File: config.mk
export PLATFORM = sky130hd
export DESIGN_NAME = uart_tx_stream_flat
export DESIGN_NICKNAME = d
export VERILOG_FILES = /design/src/rtl/uart_tx_stream_pkg.sv /design/src/rtl/uart_tx_stream_if.sv /design/src/rtl/uart_tx_stream_fifo.sv /design/src/rtl/uart_tx_stream.sv /design/src/flat_wrapper.sv
export SDC_FILE = /design/constraint.sdc
export NUM_CORES = 1
export LEC_CHECK = 0
export ABC_AREA = 1
export BUFFER_PORTS_ARGS = -buffer_cell sky130_fd_sc_hd__clkbuf_2
export CORE_AREA = 2 2 118 74
export CTS_BUF_LIST = sky130_fd_sc_hd__clkbuf_8
export DETAILED_ROUTE_END_ITERATION = 7
export DIE_AREA = 0 0 120 76
export GPL_TIMING_DRIVEN = 0
export PLACE_DENSITY = 0.54
export SLEW_MARGIN = 20
export SYNTH_ARGS = -nofsm -noshare
export SYNTH_HDL_FRONTEND = slang
export SYNTH_SLANG_ARGS = --single-unit
File: constraint.sdc
create_clock -name clk -period 2.8 [get_ports clk]
set_input_delay 0 -clock clk [delete_from_list [all_inputs] [get_ports clk]]
set_output_delay 0 -clock clk [all_outputs]
set_load 0.02 [all_outputs]
File: src/rtl/uart_tx_stream_pkg.sv
// Shared types and helpers for the buffered UART transmitter.
// No logic; elaboration-time definitions only.
// Not applicable.
package uart_pkg;

    typedef enum logic [1:0] {
        PAR_NONE = 2'd0,
        PAR_EVEN = 2'd1,
        PAR_ODD  = 2'd2
    } parity_e;

    typedef enum logic [2:0] {
        ST_IDLE,
        ST_START,
        ST_DATA,
        ST_PARITY,
        ST_STOP
    } uart_tx_state_e;

    // Serial bit periods in one frame: start + data + optional parity + stops.
    function automatic int frame_bits(input int data_bits, input int parity_mode,
                                      input int stop_bits);
        return 1 + data_bits + ((parity_mode != 0) ? 1 : 0) + stop_bits;
    endfunction

endpackage

File: src/rtl/uart_tx_stream_if.sv
// Valid/ready word stream feeding the UART transmitter.
// Combinational bundle, no latency.
// Slave drops s_ready while it cannot accept; master holds s_valid/s_data.
interface uart_tx_stream_if #(
    parameter int DATA_BITS = 8
);
    logic                 s_valid;
    logic                 s_ready;
    logic [DATA_BITS-1:0] s_data;

    modport master (output s_valid, output s_data, input s_ready);
    modport slave  (input s_valid, input s_data, output s_ready);
endinterface

File: src/rtl/uart_tx_stream_fifo.sv
// Single-clock FIFO with level output and fall-through head read.
// Write visible in level/empty one cycle after the write edge; read data combinational.
// Writes ignored while full, reads ignored while empty.
module sync_fifo #(
    parameter int WIDTH = 8,
    parameter int DEPTH = 4
) (
    input  logic                     clk,
    input  logic                     rst,
    input  logic                     wr_en,
    input  logic [WIDTH-1:0]         wr_data,
    output logic                     full,
    input  logic                     rd_en,
    output logic [WIDTH-1:0]         rd_data,
    output logic                     empty,
    output logic [$clog2(DEPTH):0]   level
);
    localparam int AW = $clog2(DEPTH);

    logic [WIDTH-1:0] mem [DEPTH];
    logic [AW-1:0]    wr_ptr;
    logic [AW-1:0]    rd_ptr;
    logic [AW:0]      count;
    logic             do_wr;
    logic             do_rd;

    assign full    = (count == (AW+1)'(DEPTH));
    assign empty   = (count == '0);
    assign level   = count;
    assign do_wr   = wr_en && !full;
    assign do_rd   = rd_en && !empty;
    assign rd_data = mem[rd_ptr];

    // Storage array; contents need no reset since count gates visibility.
    always_ff @(posedge clk) begin
        if (do_wr) mem[wr_ptr] <= wr_data;
    end

    // Pointers and occupancy; power-of-2 depth lets pointers wrap naturally.
    always_ff @(posedge clk) begin
        if (rst) begin
            wr_ptr <= '0;
            rd_ptr <= '0;
            count  <= '0;
        end else begin
            if (do_wr) wr_ptr <= wr_ptr + 1'b1;
            if (do_rd) rd_ptr <= rd_ptr + 1'b1;
            case ({do_wr, do_rd})
                2'b10:   count <= count + 1'b1;
                2'b01:   count <= count - 1'b1;
                default: count <= count;
            endcase
        end
    end
endmodule

File: src/rtl/uart_tx_stream.sv
// Buffered UART transmitter: FIFO-fed, LSB-first, configurable width/parity/stops.
// Word accepted into an idle, empty unit reaches tx two edges later; frames back-to-back.
// s_ready = !full; a pop frees a slot that shows on s_ready the following cycle.
module uart_tx_stream
    import uart_pkg::*;
#(
    parameter int CLKS_PER_BIT = 16,
    parameter int DATA_BITS    = 8,
    parameter int PARITY_MODE  = 0,
    parameter int STOP_BITS    = 1,
    parameter int FIFO_DEPTH   = 4
) (
    input  logic                          clk,
    input  logic                          rst,
    uart_tx_stream_if.slave               s,
    output logic                          tx,
    output logic                          tx_busy,
    output logic [$clog2(FIFO_DEPTH):0]   fifo_level
);
    localparam int      CW  = $clog2(CLKS_PER_BIT);
    localparam int      BW  = $clog2(DATA_BITS + 1);
    localparam parity_e PAR = parity_e'(2'(PARITY_MODE));

    uart_tx_state_e       state;
    uart_tx_state_e       state_nx;
    logic [CW-1:0]        baud_cnt;
    logic [BW-1:0]        bit_cnt;
    logic [DATA_BITS-1:0] shreg;
    logic                 par_bit;
    logic                 tx_nx;

    logic                 fifo_full;
    logic                 fifo_empty;
    logic                 push;
    logic                 pop;
    logic [DATA_BITS-1:0] head;

    logic                 baud_wrap;
    logic                 last_data;
    logic                 last_stop;

    assign push      = s.s_valid && !fifo_full;
    assign s.s_ready = !fifo_full;
    assign tx_busy   = (state != ST_IDLE) || !fifo_empty;

    assign baud_wrap = (baud_cnt == CW'(CLKS_PER_BIT - 1));
    assign last_data = (bit_cnt == BW'(DATA_BITS - 1));
    assign last_stop = (bit_cnt == BW'(STOP_BITS - 1));

    sync_fifo #(
        .WIDTH (DATA_BITS),
        .DEPTH (FIFO_DEPTH)
    ) u_fifo (
        .clk     (clk),
        .rst     (rst),
        .wr_en   (push),
        .wr_data (s.s_data),
        .full    (fifo_full),
        .rd_en   (pop),
        .rd_data (head),
        .empty   (fifo_empty),
        .level   (fifo_level)
    );

    // Next state, pop decision and the line value for the current bit.
    always_comb begin
        state_nx = state;
        pop      = 1'b0;
        tx_nx    = 1'b1;
        case (state)
            ST_IDLE: begin
                if (!fifo_empty) begin
                    pop      = 1'b1;
                    state_nx = ST_START;
                end
            end
            ST_START: begin
                tx_nx = 1'b0;
                if (baud_wrap) state_nx = ST_DATA;
            end
            ST_DATA: begin
                tx_nx = shreg[0];
                if (baud_wrap && last_data)
                    state_nx = (PAR == PAR_NONE) ? ST_STOP : ST_PARITY;
            end
            ST_PARITY: begin
                tx_nx = par_bit;
                if (baud_wrap) state_nx = ST_STOP;
            end
            ST_STOP: begin
                if (baud_wrap && last_stop) begin
                    if (!fifo_empty) begin
                        pop      = 1'b1;
                        state_nx = ST_START;
                    end else begin
                        state_nx = ST_IDLE;
                    end
                end
            end
            default: state_nx = ST_IDLE;
        endcase
    end

    // State register and registered line driver.
    always_ff @(posedge clk) begin
        if (rst) begin
            state <= ST_IDLE;
            tx    <= 1'b1;
        end else begin
            state <= state_nx;
            tx    <= tx_nx;
        end
    end

    // Baud and bit counters; bit counter restarts whenever the state changes.
    always_ff @(posedge clk) begin
        if (rst) begin
            baud_cnt <= '0;
            bit_cnt  <= '0;
        end else begin
            if (state == ST_IDLE || baud_wrap) baud_cnt <= '0;
            else                               baud_cnt <= baud_cnt + 1'b1;

            if (state != state_nx)
                bit_cnt <= '0;
            else if (baud_wrap && (state == ST_DATA || state == ST_STOP))
                bit_cnt <= bit_cnt + 1'b1;
        end
    end

    // Shift register loads the popped head word; parity is fixed at load time.
    always_ff @(posedge clk) begin
        if (rst) begin
            shreg   <= '0;
            par_bit <= 1'b0;
        end else if (pop) begin
            shreg   <= head;
            par_bit <= (PAR == PAR_ODD) ? ~^head : ^head;
        end else if (state == ST_DATA && baud_wrap) begin
            shreg   <= shreg >> 1;
        end
    end
endmodule

File: src/flat_wrapper.sv
// flat-port wrapper written by rule: the top's interface ports become plain ports
module uart_tx_stream_flat import uart_pkg::*;
#(
    parameter int CLKS_PER_BIT = 16,
    parameter int DATA_BITS    = 8,
    parameter int PARITY_MODE  = 0,
    parameter int STOP_BITS    = 1,
    parameter int FIFO_DEPTH   = 4
)
  (clk, rst, tx, tx_busy, fifo_level, s_s_valid, s_s_data, s_s_ready);
  uart_tx_stream_if #(.DATA_BITS(DATA_BITS)) s_i ();
  input  logic clk;
  input  logic rst;
  output logic tx;
  output logic tx_busy;
  output logic [$clog2(FIFO_DEPTH):0] fifo_level;
  input wire logic [$bits(s_i.s_valid)-1:0] s_s_valid;
  input wire logic [$bits(s_i.s_data)-1:0] s_s_data;
  output wire logic [$bits(s_i.s_ready)-1:0] s_s_ready;
  assign s_i.s_valid = s_s_valid;
  assign s_i.s_data = s_s_data;
  assign s_s_ready = s_i.s_ready;
  uart_tx_stream #(.CLKS_PER_BIT(CLKS_PER_BIT), .DATA_BITS(DATA_BITS), .PARITY_MODE(PARITY_MODE), .STOP_BITS(STOP_BITS), .FIFO_DEPTH(FIFO_DEPTH)) u_core (.clk(clk), .rst(rst), .s(s_i), .tx(tx), .tx_busy(tx_busy), .fifo_level(fifo_level));
endmodule
==> results of run 1 <==
[cells in the final DEF, fill, tap and decap left out, drive strengths merged]
cell / instances
a221oi: 1
nor3: 3
dlygate4sd3: 8
xnor2: 1
o21ai: 10
buf: 8
a21oi: 9
inv: 32
nand3: 38
fa: 1
clkinv: 5
dfxtp: 30
nor2: 28
xor2: 5
nand2: 150
ha: 8
edfxtp: 32
clkbuf: 26
bufinv: 1
mux2: 1
a31oi: 7
nor3b: 3
a221o: 1
[final timing paths]
path                                         start                endpoint  slack, ns  cells after the start
worst max-delay path            u_core.baud_cnt[0]  u_core.u_fifo.level[2]       0.34                     13
worst min-delay path                           rst         u_core.shreg[1]       0.08                      2
worst min register to register  u_core.baud_cnt[0]      u_core.baud_cnt[0]       0.45                      1
worst max register to register  u_core.baud_cnt[0]  u_core.u_fifo.level[2]       0.34                     13
[metrics by stage]
stage               hold WS [ns]  area [um^2]  setup WS (ns)
finish                    0.0844         3610          0.335
floorplan                 0.0989         3130          0.585
global placement           0.219         3350          0.395
CTS                       0.0554         3610          0.353
global route              0.0960         3610          0.182
detailed placement         0.227         3350          0.368
[metal layers]
| metal | global-route usage, % | vias to the layer above | part of all wire, % |
|---|---|---|---|
| li1 | - | 1266 | - |
| met1 | 22.8 | 1052 | 56 |
| met2 | 19.4 | 48 | 38 |
| met3 | 5.61 | 5 | 5.3 |
| met4 | 6.00 | 0 | 0.93 |
| met5 | 0 | - | 0 |
[kinds of logic after synthesis]
group / Yosys count
AO/OA/AOI/OAI: 28
XOR/XNOR: 6
adder cells (fa/ha/maj): 9
buffers and inverters: 41
flip-flops: 62
multiplexers: 1
AND/OR/NAND/NOR: 222
[cells in the mapped netlist (all sizes together)]
library cell and n:
a21oi 9, a221o 1, a221oi 1, a31oi 7
buf 8, clkbuf 2, dfxtp 30, edfxtp 32
fa 1, ha 8, inv 31, mux2 1
nand2 150, nand3 38, nor2 28, nor3 3
nor3b 3, o21ai 10, xnor2 1, xor2 5
[final cells by class]
cell class / instances / area (um^2)
fill: 824 / 4560
tap: 112 / 140
clock inverter: 7 / 56.3
sequential: 62 / 1560
inverter: 31 / 124
multi-input combinational: 266 / 1350
clock buffer: 9 / 124
buffer: 10 / 92.6
timing repair buffer: 23 / 155
[power breakdown]
part / internal [mW] / total, mW / switching [mW]
clock network: 0.396 / 0.737 / 0.340
registers: 1.13 / 1.22 / 0.0892
logic: 0.551 / 1.57 / 1.01
total: 2.08 / 3.52 / 1.44
[state kept, by name (all words and copies together), names as in the netlist, named ones only]
name	flops
u_core.bit_cnt	4
u_core.u_fifo.level	3
u_core.tx	1
u_core.state	3
u_core.par_bit	1
u_core.baud_cnt	4
u_core.u_fifo.wr_ptr	2
u_core.u_fifo.mem	32
u_core.u_fifo.rd_ptr	2
u_core.shreg	8
[repair_timing]
action	CTS	global route
hold buffers	8	0
setup endpoints to repair	0	0
endpoints found under the hold margin	32	0
==> flow_metrics.tcl, run 1 <==
set metrics [dict create \
    die_h_um 76 \
    dp.final_hpwl_um 4600 \
    drc_errors 0 \
    critPathMaxFanout 10 \
    crit_chain "ha_1 -> nand3_4 -> o21ai_4 -> nand2_2 -> inv_2 -> buf_6 -> ha_1 -> inv_1 -> fa_1 -> a21oi_1 -> o21ai_0 -> o21ai_0 -> a21oi_1" \
    num-nets-final 423 \
    avgSynthCellArea_um2 8.48 \
    netlist_instances 369 \
    die_x_um 120 \
    wl_per_cell_um 11.9 \
    num_antenna_cells 0 \
    syn-num-nets 389 \
    synthTopCellsByArea "edfxtp_1 (31%), dfxtp_1 (19%), nand2_1 (16%)" \
    rsz0062_at_grt "no" \
    place.gp.congestion 0.775 \
    powerDensity_nw_per_um2 976 \
    tritoncts "done" \
    fmax_mhz 406 \
    rows 26 \
    fin_crit_sh_pct 88.0 \
    root_buffer "clkbuf_8" \
    clock_path_buffers 2 \
    finalMaxSlewViolations 0 \
    setup_viol 0 \
    end_kind "register" \
    path_class "reg -> reg" \
    hold_path_class "in -> reg" \
    cts_sinks 62 \
    clock_skew_ns 0.00866 \
    status "finished, final reports clean" \
    worstPathArrival_ns 2.70 \
    viasPerCell 4.56 \
    critPathSlowestCell "fa_1" \
    fin_setup_tns_ns 0 \
    yosysSeqAreaShare_pct 49.9 \
    coreArea_um2 8170 \
    synth-adder-area-share_pct 3.84 \
    synth_cell_types 33 \
    required_ns 3.04 \
    synth-seq-cells 62 \
    numCtsBuffers 9 \
    fin_total_pwr_mw 3.52 \
    grt_pass1_vias 2215 \
    stdcell_count 520 \
    start_kind "register" \
    synth_compound_area_share_pct 5.40 \
    design.die.area_um2 9120 \
    synthDominantAreaCellType "edfxtp_1" \
    maxSlewHeadroom_pct 44.5 \
    worst_ir_drop_vdd_mv 0.537 \
    port_buffers 15 \
    final-hold-violation-count 0 \
    antenna_found_initial 0 \
    drv_cap 0 \
    drive_gt1_share_pct 16.9 \
    ios 17 \
    gr-total-overflow 0 \
    path_buf_inv 3 \
    place_inst 496 \
    p_leak_nw 1.56 \
    start_util_pct 38.3 \
    wirelength_um 6210 \
    path_delay_family "adder cells" \
    synth_warnings 0 \
    drt-initial-drc-count 127 \
    htree_levels 3 \
    fin_crit_ns 2.46 \
    ant_nets 0 \
    vias 2371 \
    syn_to_final_growth_pct 15.2 \
    synth-simple-area-share_pct 31.8 \
    cpPeakStageDelay_ns 0.38 \
    post-cts-setup-buffers 0 \
    synthMuxAreaShare_pct 0.480 \
    synth_xor_area_share_pct 1.68 \
    grt_max_degree 11 \
    cts.repair.resized 0 \
    drt_first_pass_iters 5 \
    grt_pass1_wl_um 10700 \
    clkTransAtPathRegs_ns 0.07 \
    synth_top_family_by_area "simple AND/OR/NAND/NOR gates" \
    tightest_slew_ns 0.830 \
    synth_top_area_share_pct 30.7 \
    syn-cell-area_um2 3130 \
    grt.total_usage_pct 15.2 \
    final_util_pct 44.2 \
    insertion_delay_ns 0.35 \
]
Note: power is estimated with default switching activity, not from simulation.
==> run 2, diff against run 1 <==
--- a/config.mk
+++ b/config.mk
@@ -7,12 +7,13 @@
 export LEC_CHECK = 0
 export ABC_AREA = 1
 export BUFFER_PORTS_ARGS = -buffer_cell sky130_fd_sc_hd__clkbuf_2
-export CORE_AREA = 2 2 118 74
+export CORE_AREA = 2 2 92 94
 export CTS_BUF_LIST = sky130_fd_sc_hd__clkbuf_8
 export DETAILED_ROUTE_END_ITERATION = 7
-export DIE_AREA = 0 0 120 76
+export DIE_AREA = 0 0 94 96
 export GPL_TIMING_DRIVEN = 0
 export PLACE_DENSITY = 0.54
+export RECOVER_POWER = 50
 export SLEW_MARGIN = 20
 export SYNTH_ARGS = -nofsm -noshare
 export SYNTH_HDL_FRONTEND = slang
==> flow_metrics.tcl, run 2 (synthesis results as in run 1) <==
set metrics [dict create \
    wirelength_um 5750 \
    port_buffers 15 \
    cts_hold_repair.buffers 8 \
    coreArea_um2 8050 \
    drv_cap 0 \
    ant_nets 0 \
    drt_first_pass_iters 4 \
    place_inst 489 \
    cts_sinks 62 \
    clock_skew_ns 0.00956 \
    die_x_um 94 \
    dp.final_hpwl_um 4200 \
    stdcell_count 513 \
    antenna_found_initial 0 \
    design.die.area_um2 9020 \
    clkTransAtPathRegs_ns 0.07 \
    placed_cell_area_um2 3340 \
    start_kind "register" \
    fin_setup_tns_ns 0 \
    clock_path_buffers 2 \
    cts.repair.resized 0 \
    worst_ir_drop_vdd_mv 0.447 \
    fin_crit_sh_pct 87.2 \
    final-hold-violation-count 0 \
    grt.total_usage_pct 14.1 \
    grt_pass1_vias 2184 \
    powerDensity_nw_per_um2 964 \
    gr-total-overflow 0 \
    num_antenna_cells 0 \
    top_regs "u_core.u_fifo.mem (32), u_core.shreg (8)" \
    viasPerCell 4.62 \
    required_ns 3.01 \
    fmax_mhz 409 \
    grt_pass1_wl_um 9810 \
    worstPathArrival_ns 2.66 \
    vias 2372 \
    wl_per_cell_um 11.2 \
    layout_common_cells "nand2_1 (133), nand3_1 (35), edfxtp_1 (32), inv_1 (31), dfxtp_1 (30)" \
    htree_levels 3 \
    pre_cts_ws_ns 0.355 \
    place.gp.congestion 0.775 \
    p_leak_nw 1.52 \
    insertion_delay_ns 0.33 \
    drt-initial-drc-count 73 \
    syn_to_final_growth_pct 14.1 \
    grt_max_degree 11 \
    path_class "reg -> reg" \
    rows 33 \
    finalMaxSlewViolations 0 \
    critPathMaxFanout 10 \
    start_util_pct 38.9 \
    largest-register "u_core.u_fifo.mem" \
    hold_path_class "in -> reg" \
    final_common_cell "nand2_1" \
    rsz0062_at_grt "no" \
    timing.final.ws_setup_ns 0.357 \
    tritoncts "done" \
    die_h_um 96 \
    post-cts-setup-buffers 0 \
    setup_viol 0 \
    largest_reg_flops 32 \
    tightest_slew_ns 0.823 \
    drc_errors 0 \
    fin_crit_ns 2.44 \
    numCtsBuffers 9 \
    drive_gt1_share_pct 13.0 \
    status "finished, final reports clean" \
    ios 17 \
    end_kind "register" \
    root_buffer "clkbuf_8" \
    maxSlewHeadroom_pct 44.9 \
    stdcell_area_um2 3570 \
    num-nets-final 423 \
    final_util_pct 44.4 \
]
run 2: cell types whose count changed in the layout (fill, tap and decap cells not counted), sizes merged:
cell / delta
clkinv: -4
clkbuf: +3
inv: +2
bufinv: -1
run 2: cell type report:
class / instances / area (um^2)
Fill cell: 801 / 4480
Sequential cell: 62 / 1560
Multi-Input combinational cell: 266 / 1350
Clock buffer: 12 / 165
Timing Repair Buffer: 23 / 138
Tap cell: 105 / 131
Inverter: 31 / 124
Buffer: 10 / 92.6
Clock inverter: 4 / 16.3
run 2: path summary, 6_finish.rpt:
kind / endpoint / slack (ns) / startpoint / depth (start not counted)
max: u_core.u_fifo.level[2] / 0.36 / u_core.baud_cnt[0] / 13
min: u_core.shreg[1] / 0.09 / rst / 2
max reg2reg: u_core.u_fifo.level[2] / 0.36 / u_core.baud_cnt[0] / 13
min reg2reg: u_core.baud_cnt[0] / 0.46 / u_core.baud_cnt[0] / 1
run 2: power by group:
part / leakage [nW] / internal (mW) / switching, mW
Clock: 0.106 / 0.383 / 0.320
Combinational: 0.877 / 0.540 / 0.988
Sequential: 0.539 / 1.13 / 0.0830
run 2: stage by stage:
| step | power, mW | hold slack (ns) |
|---|---|---|
| final | 3.44 | 0.0944 |
| after global routing | 3.77 | 0.130 |
| after CTS | 3.50 | 0.0783 |
| after detailed placement | 2.78 | 0.222 |
| after global placement | 2.76 | 0.220 |
| after floorplan | 2.45 | 0.0989 |
run 2: worst max-delay path, cell delays in order (launching register included):
cell     delay (ns)
dfxtp_1        0.36
ha_1           0.24
nand3_4        0.16
o21ai_4        0.22
nand2_2        0.10
inv_2          0.07
buf_6          0.13
ha_1           0.14
inv_1          0.06
fa_1           0.37
a21oi_1        0.14
o21ai_0        0.12
o21ai_0        0.16
a21oi_1        0.05
run 2: routing by layer:
| metal | vias up | track usage (%) | share of wire, % | routed length (um) |
|---|---|---|---|---|
| li1 | 1267 | - | - | - |
| met1 | 1055 | 17.6 | 48 | 2740 |
| met2 | 44 | 23.0 | 47 | 2720 |
| met3 | 6 | 4.93 | 4.1 | 237 |
| met4 | 0 | 4.35 | 0.92 | 53 |
| met5 | - | 0 | 0 | 0 |
